===== src/rtl/branch_dir_predictor.sv =====
// Gshare direction predictor: 256 x 2-bit pattern table indexed by pc XOR global history,
// with single-cycle mispredict recovery and resolved/mispredicted branch counters.
module branch_dir_predictor (
  input  logic        clk,
  input  logic        rst_n,
  input  logic [31:0] pc,
  input  logic        br_inst_detect,
  input  logic [19:0] btb_tag_val,
  input  logic [31:0] btb_pred_pc_val,
  input  logic        stall,
  input  logic        ex_br_valid,
  input  logic [31:0] ex_pc,
  input  logic        ex_taken,
  input  logic        ex_pred_taken,
  input  logic [7:0]  ex_old_pattern,
  input  logic [31:0] ex_target,
  output logic        pred_taken,
  output logic [31:0] next_pc,
  output logic [7:0]  new_pattern,
  output logic        mispredict,
  output logic [31:0] redirect_pc,
  output logic [15:0] br_count,
  output logic [15:0] mp_count
);

  logic [7:0]  ghr_q, ghr_d;
  logic [1:0]  pht_q [256];
  logic [1:0]  pht_d [256];
  logic        mispredict_q, mispredict_d;
  logic [31:0] redirect_pc_q, redirect_pc_d;
  logic [15:0] br_count_q, br_count_d;
  logic [15:0] mp_count_q, mp_count_d;

  logic [7:0]  rd_idx;
  logic [7:0]  upd_idx;
  logic [1:0]  upd_ctr;
  logic        hit;
  logic        mp_case;

  assign rd_idx  = pc[9:2] ^ ghr_q;
  assign upd_idx = ex_pc[9:2] ^ ex_old_pattern;
  assign hit     = br_inst_detect && (btb_tag_val == pc[31:12]) && (btb_pred_pc_val != 32'd0);
  assign mp_case = ex_br_valid && (ex_taken != ex_pred_taken);

  // The fetch read sees the pre-update table; an EX write lands on the next edge.
  assign pred_taken  = hit && pht_q[rd_idx][1];
  assign next_pc     = pred_taken ? btb_pred_pc_val : (pc + 32'd4);
  assign new_pattern = ghr_q;
  assign mispredict  = mispredict_q;
  assign redirect_pc = redirect_pc_q;
  assign br_count    = br_count_q;
  assign mp_count    = mp_count_q;

  always_comb begin
    pht_d   = pht_q;
    upd_ctr = pht_q[upd_idx];
    if (ex_br_valid) begin
      if (ex_taken) begin
        pht_d[upd_idx] = (upd_ctr == 2'd3) ? 2'd3 : upd_ctr + 2'd1;
      end else begin
        pht_d[upd_idx] = (upd_ctr == 2'd0) ? 2'd0 : upd_ctr - 2'd1;
      end
    end
  end

  // Recovery rebuilds history from the branch's own snapshot, overriding any fetch shift.
  always_comb begin
    ghr_d = ghr_q;
    if (mp_case) begin
      ghr_d = {ex_old_pattern[6:0], ex_taken};
    end else if (br_inst_detect && !stall) begin
      ghr_d = {ghr_q[6:0], pred_taken};
    end
  end

  always_comb begin
    mispredict_d  = mp_case;
    redirect_pc_d = redirect_pc_q;
    if (mp_case) begin
      redirect_pc_d = ex_taken ? ex_target : (ex_pc + 32'd4);
    end
    br_count_d = br_count_q;
    if (ex_br_valid && (br_count_q != 16'hFFFF)) begin
      br_count_d = br_count_q + 16'd1;
    end
    mp_count_d = mp_count_q;
    if (mp_case && (mp_count_q != 16'hFFFF)) begin
      mp_count_d = mp_count_q + 16'd1;
    end
  end

  always_ff @(posedge clk or negedge rst_n) begin
    if (!rst_n) begin
      for (int i = 0; i < 256; i++) begin
        pht_q[i] <= 2'b01;
      end
      ghr_q         <= 8'd0;
      mispredict_q  <= 1'b0;
      redirect_pc_q <= 32'd0;
      br_count_q    <= 16'd0;
      mp_count_q    <= 16'd0;
    end else begin
      pht_q         <= pht_d;
      ghr_q         <= ghr_d;
      mispredict_q  <= mispredict_d;
      redirect_pc_q <= redirect_pc_d;
      br_count_q    <= br_count_d;
      mp_count_q    <= mp_count_d;
    end
  end

endmodule


===== config.mk =====
export PLATFORM = sky130hd
export DESIGN_NAME = branch_dir_predictor
export DESIGN_NICKNAME = d
export VERILOG_FILES = /design/src/rtl/branch_dir_predictor.sv
export SDC_FILE = /design/constraint.sdc
export NUM_CORES = 2
export LEC_CHECK = 0
export CAP_MARGIN = 25
export CORE_UTILIZATION = 30
export DETAILED_ROUTE_END_ITERATION = 6
export HOLD_SLACK_MARGIN = 0.03
export SYNTH_ARGS = -nofsm -noshare
export SYNTH_HDL_FRONTEND = slang
export SYNTH_SLANG_ARGS = --single-unit

===== constraint.sdc =====
create_clock -name clk -period 8.52 [get_ports clk]
set_clock_uncertainty 0.1 [all_clocks]
set_input_delay 1.278 -clock clk [delete_from_list [all_inputs] [get_ports clk]]
set_output_delay 1.278 -clock clk [all_outputs]
set_load 0.01 [all_outputs]

==> Flow_metrics.wiki <==
{| class="wikitable"
! Metric !! Value
|-
| Run status || complete, no violations
|-
| Slowest library cell on the worst path || sky130_fd_sc_hd__clkdlybuf4s50_1
|-
| WL/cell || 24.07 um
|-
| Slack of the worst reg-to-reg path || 3.81 ns
|-
| Hold_buf cts || 0
|-
| Tightest Pin Transition || 1.156 ns
|-
| Post-synth EDFFs || 0
|-
| Initial core utilization || 0.3034
|-
| Endpoint of the worst hold-timing path || redirect_pc[12]
|-
| Synth Warn # || 0
|-
| Worst-skew pair later-pin latency || 0.65 ns
|-
| Final critical-path setup slack || 0.9146 ns
|-
| Highest achievable clock rate || 0.1315 GHz
|-
| Max IR drop VDD || 0.1703 mV
|-
| Worst-case reg-to-reg path depth || 9
|-
| Buffer and inverter count on the worst path || 4
|-
| Die Span Y || 325.8 um
|-
| Number of H-tree branching levels || 2
|-
| Mean post-synth cell area || 10.21 um^2
|-
| Crit-path max FO || 64
|-
| Final hold viol count || 0
|-
| Longest Clk Path Bufs || 3
|-
| Type of destination of the critical path || output port
|-
| Synthesized Nets || 3248
|-
| Number of setup violations in the final report || 0
|-
| Number of cells on the worst hold path || 2
|-
| Finished Core Util || 0.3642
|-
| Port bufs || 268
|-
| CTS-repair resized insts || 0
|-
| Critical path data arrival time || 6.23 ns
|-
| Total negative setup slack || 0 ns
|-
| Worst-path clk slew || 0.06 ns
|-
| Endpoint of the most critical register-to-register path || pht_q[165]
|-
| Vias in the first global route || 25860
|-
| Tightest Hold Check Type || flip-flop to flip-flop
|-
| 1st-iter DRT viols || 2759
|-
| Final critical delay including setup and external delays || 7.605 ns
|-
| First-pass detailed-route iteration total || 5
|-
| Placeable Area || 103600 um^2
|-
| All-layer global routing usage || 0.2089
|-
| Clock tree from TritonCTS || yes
|-
| Power density normalized to cell area || 230.1 nW/um^2
|-
| Vias per cell || 5.618
|-
| Portion of the post-synthesis area used by sequential elements || 0.4757
|-
| Die area || 106100 um^2
|-
| Number of synthesized register bits || 585
|-
| Worst path top cell family by delay || buffers and inverters
|-
| Number of buffers inserted to repair setup after CTS || 0
|-
| Period Utilization, post-route || 0.8927
|-
| Startpoint of the lowest-slack register-to-register path || pht_q[363]
|-
| Class of the most critical setup path || primary input to output port
|-
| Detailed placement HPWL || 74220 um
|-
| Cells after synthesis || 3081
|-
| Setup repair after global routing missed its margin || false
|-
| Worst stage delay on the critical path || 0.75 ns
|-
| DIE WIDTH || 325.8 um
|-
| Flip-flop cell with the highest count after synthesis || sky130_fd_sc_hd__dfrtp_1
|-
| Total global routing overflow || 0
|-
| # DRC || 0
|-
| Synth unique cells || 54
|-
| Max-slew violation count || 0
|-
| Required @ worst endpoint || 7.14 ns
|-
| Antenna violations before repair || 2
|-
| Maxcap violations || 0
|-
| Maximum number of pins on one net before global-route repair || 165
|-
| Max_slew headroom || 0.2240
|-
| Hold path startpoint || redirect_pc[12]
|-
| Worst slack at placement || 1.038 ns
|-
| Cells along the critical path || clkdlybuf4s50_1 -> xnor2_4 -> buf_12 -> mux4_2 -> mux4_2 -> a22oi_1 -> o31ai_1 -> nor3_1 -> nand4b_2 -> buf_12 -> mux2_2 -> clkdlybuf4s50_1
|-
| Leakage power || 14.22 nW
|-
| Routed via count || 26470
|-
| Clock buffer count from CTS || 61
|-
| Top-level I/O count || 269
|-
| Master cell of the clock root buffer || sky130_fd_sc_hd__clkbuf_16
|-
| Clock Sink Count || 585
|-
| Total Nets Final || 3444
|-
| Layout overhead on the synthesized area || 20.05%
|-
| Placement row count || 118
|-
| Routed wire length || 113400 um
|-
| Wire length of the first global-routing pass || 169800 um
|-
| Sort of element at the start of the critical path || primary input
|-
| Detail Route Antenna Nets || 0
|-
| Proportion of register bits with asynchronous set or reset after synthesis || 1.000
|-
| Placer's final routability congestion estimate || 0.8747
|-
| Cell area after technology mapping || 31450 um^2
|-
| Share of final-layout standard cells stronger than drive strength 1 || 0.2081
|}
## area by class of cell
| class | instances | area, um^2 |
|---|---|---|
| Fill cell | 10290 | 65890 |
| Multi-Input combinational cell | 2257 | 15490 |
| Sequential cell | 585 | 14960 |
| Timing Repair Buffer | 360 | 3573 |
| Clock buffer | 99 | 1802 |
| Tap cell | 1380 | 1727 |
| Clock inverter | 17 | 155.1 |
| Inverter | 12 | 45.04 |
| Antenna cell | 1 | 2.502 |
## synthesized netlist by cell type, drive strengths merged, types with 4 or more instances
cell	n	area, um^2
ha	4	50.05
mux2i	26	260.3
inv	12	45.04
nand2	184	690.7
nor2b	4	25.02
xnor2	80	708.2
buf	124	711.9
mux4	200	4504
nor4	12	75.07
nor2	885	3322
o21ai	47	235.2
nand3	38	190.2
clkbuf	103	386.6
xor2	47	419.2
and2	4	25.02
nor3	8	40.04
dfstp	256	6726
or3	6	37.54
dfrtp	329	8233
and3	14	87.58
a211oi	4	30.03
a22oi	9	67.56
o41ai	13	113.9
a41oi	15	131.4
nand4	21	131.4
a31oi	513	3209
o31ai	5	42.54
nor3b	5	37.54
and4	9	78.83
o21bai	4	30.03
mux2	33	371.6
a21oi	35	175.2
o22ai	8	50.05
## placed cells by master, fill, tap and decap left out, types with 4 or more instances in the layout
master,netlist,layout
sky130_fd_sc_hd__o21bai_1,4,4
sky130_fd_sc_hd__xnor2_1,79,77
sky130_fd_sc_hd__nor2_2,0,4
sky130_fd_sc_hd__inv_1,12,12
sky130_fd_sc_hd__dfrtp_1,329,329
sky130_fd_sc_hd__mux2_2,33,33
sky130_fd_sc_hd__and2_1,4,4
sky130_fd_sc_hd__a22oi_1,9,9
sky130_fd_sc_hd__nor2_1,885,881
sky130_fd_sc_hd__o21ai_0,45,45
sky130_fd_sc_hd__mux2i_1,26,26
sky130_fd_sc_hd__nand2_1,184,181
sky130_fd_sc_hd__buf_4,39,75
sky130_fd_sc_hd__and4_1,9,9
sky130_fd_sc_hd__mux4_2,200,200
sky130_fd_sc_hd__xor2_1,46,43
sky130_fd_sc_hd__clkbuf_8,0,9
sky130_fd_sc_hd__buf_12,0,14
sky130_fd_sc_hd__nand3_1,38,38
sky130_fd_sc_hd__clkbuf_1,103,27
sky130_fd_sc_hd__o41ai_1,13,13
sky130_fd_sc_hd__nand4_1,21,21
sky130_fd_sc_hd__a31oi_1,513,513
sky130_fd_sc_hd__clkinvlp_4,0,5
sky130_fd_sc_hd__nor4_1,12,12
sky130_fd_sc_hd__dfstp_2,256,256
sky130_fd_sc_hd__a41oi_1,15,15
sky130_fd_sc_hd__nor3b_1,5,5
sky130_fd_sc_hd__or3_1,6,6
sky130_fd_sc_hd__and3_1,14,14
sky130_fd_sc_hd__a211oi_1,4,4
sky130_fd_sc_hd__clkbuf_16,0,63
sky130_fd_sc_hd__ha_1,4,4
sky130_fd_sc_hd__a21oi_1,35,35
sky130_fd_sc_hd__o22ai_1,8,8
sky130_fd_sc_hd__nor2b_1,4,4
sky130_fd_sc_hd__clkinv_2,0,8
sky130_fd_sc_hd__clkdlybuf4s50_1,0,266
sky130_fd_sc_hd__nor3_1,8,8
## cell families after synthesis
logic type / Yosys count / synth area share
xor gates and xnor gates: 127 / 0.03585
muxes: 259 / 0.1633
and+or+nand+nor: 1203 / 0.1542
DFF: 585 / 0.4757
adders and majority gates: 4 / 0.001592
AOI/OAI and AO/OA: 664 / 0.1329
buffers and inverters: 239 / 0.03637
## report_power, final
part	internal (mW)	switching [mW]	total, mW
clock network	1.50	1.17	2.67
registers	3.37	0.357	3.72
logic	1.00	1.30	2.30
## registers in the layout, summed over array words and instances (netlist names)
register,count
new_pattern,8
redirect_pc,32
br_count,16
mispredict,1
mp_count,16
pht_q,512
## routing by layer
metal	vias up	track usage	wire, um
li1	11720	-	-
met2	1334	0.3336	52510
met3	296	0.04646	10450
met4	0	0.1037	6118
met1	13120	0.2667	44300
met5	-	0	0
## stage by stage
stage               std cells  hold WS, ns  instance area (um^2)  total power, mW
global placement         4591       0.3641                 35740            5.977
CTS                      4708       0.3849                 37720            8.706
global route             4711       0.4071                 37750            9.048
detailed placement       4592       0.3708                 35760            6.030
floorplan                3081       0.3793                 31450            5.072
finish                   4711       0.3803                 37750            8.688
## worst register-to-register path: stages (launching register included)
cell	delay, ns
sky130_fd_sc_hd__dfrtp_1	0.44
sky130_fd_sc_hd__mux4_2	0.48
sky130_fd_sc_hd__a22oi_1	0.19
sky130_fd_sc_hd__a21oi_1	0.17
sky130_fd_sc_hd__nor4_1	0.73
sky130_fd_sc_hd__nand3_1	0.39
sky130_fd_sc_hd__o31ai_4	0.34
sky130_fd_sc_hd__buf_4	0.53
sky130_fd_sc_hd__buf_4	0.94
sky130_fd_sc_hd__a31oi_1	0.25
## worst max-delay path by stage
stage,from,end,cells past startpoint
5_1_grt,pc[2],next_pc[1],12
4_1_cts,pc[2],next_pc[1],12
2_1_floorplan,pc[2],next_pc[13],11
3_5_place_dp,pc[2],next_pc[1],12
6_report,pc[2],next_pc[17],12
3_3_place_gp,pc[2],next_pc[1],12
No activity file was read; power rests on OpenSTA's default activity.
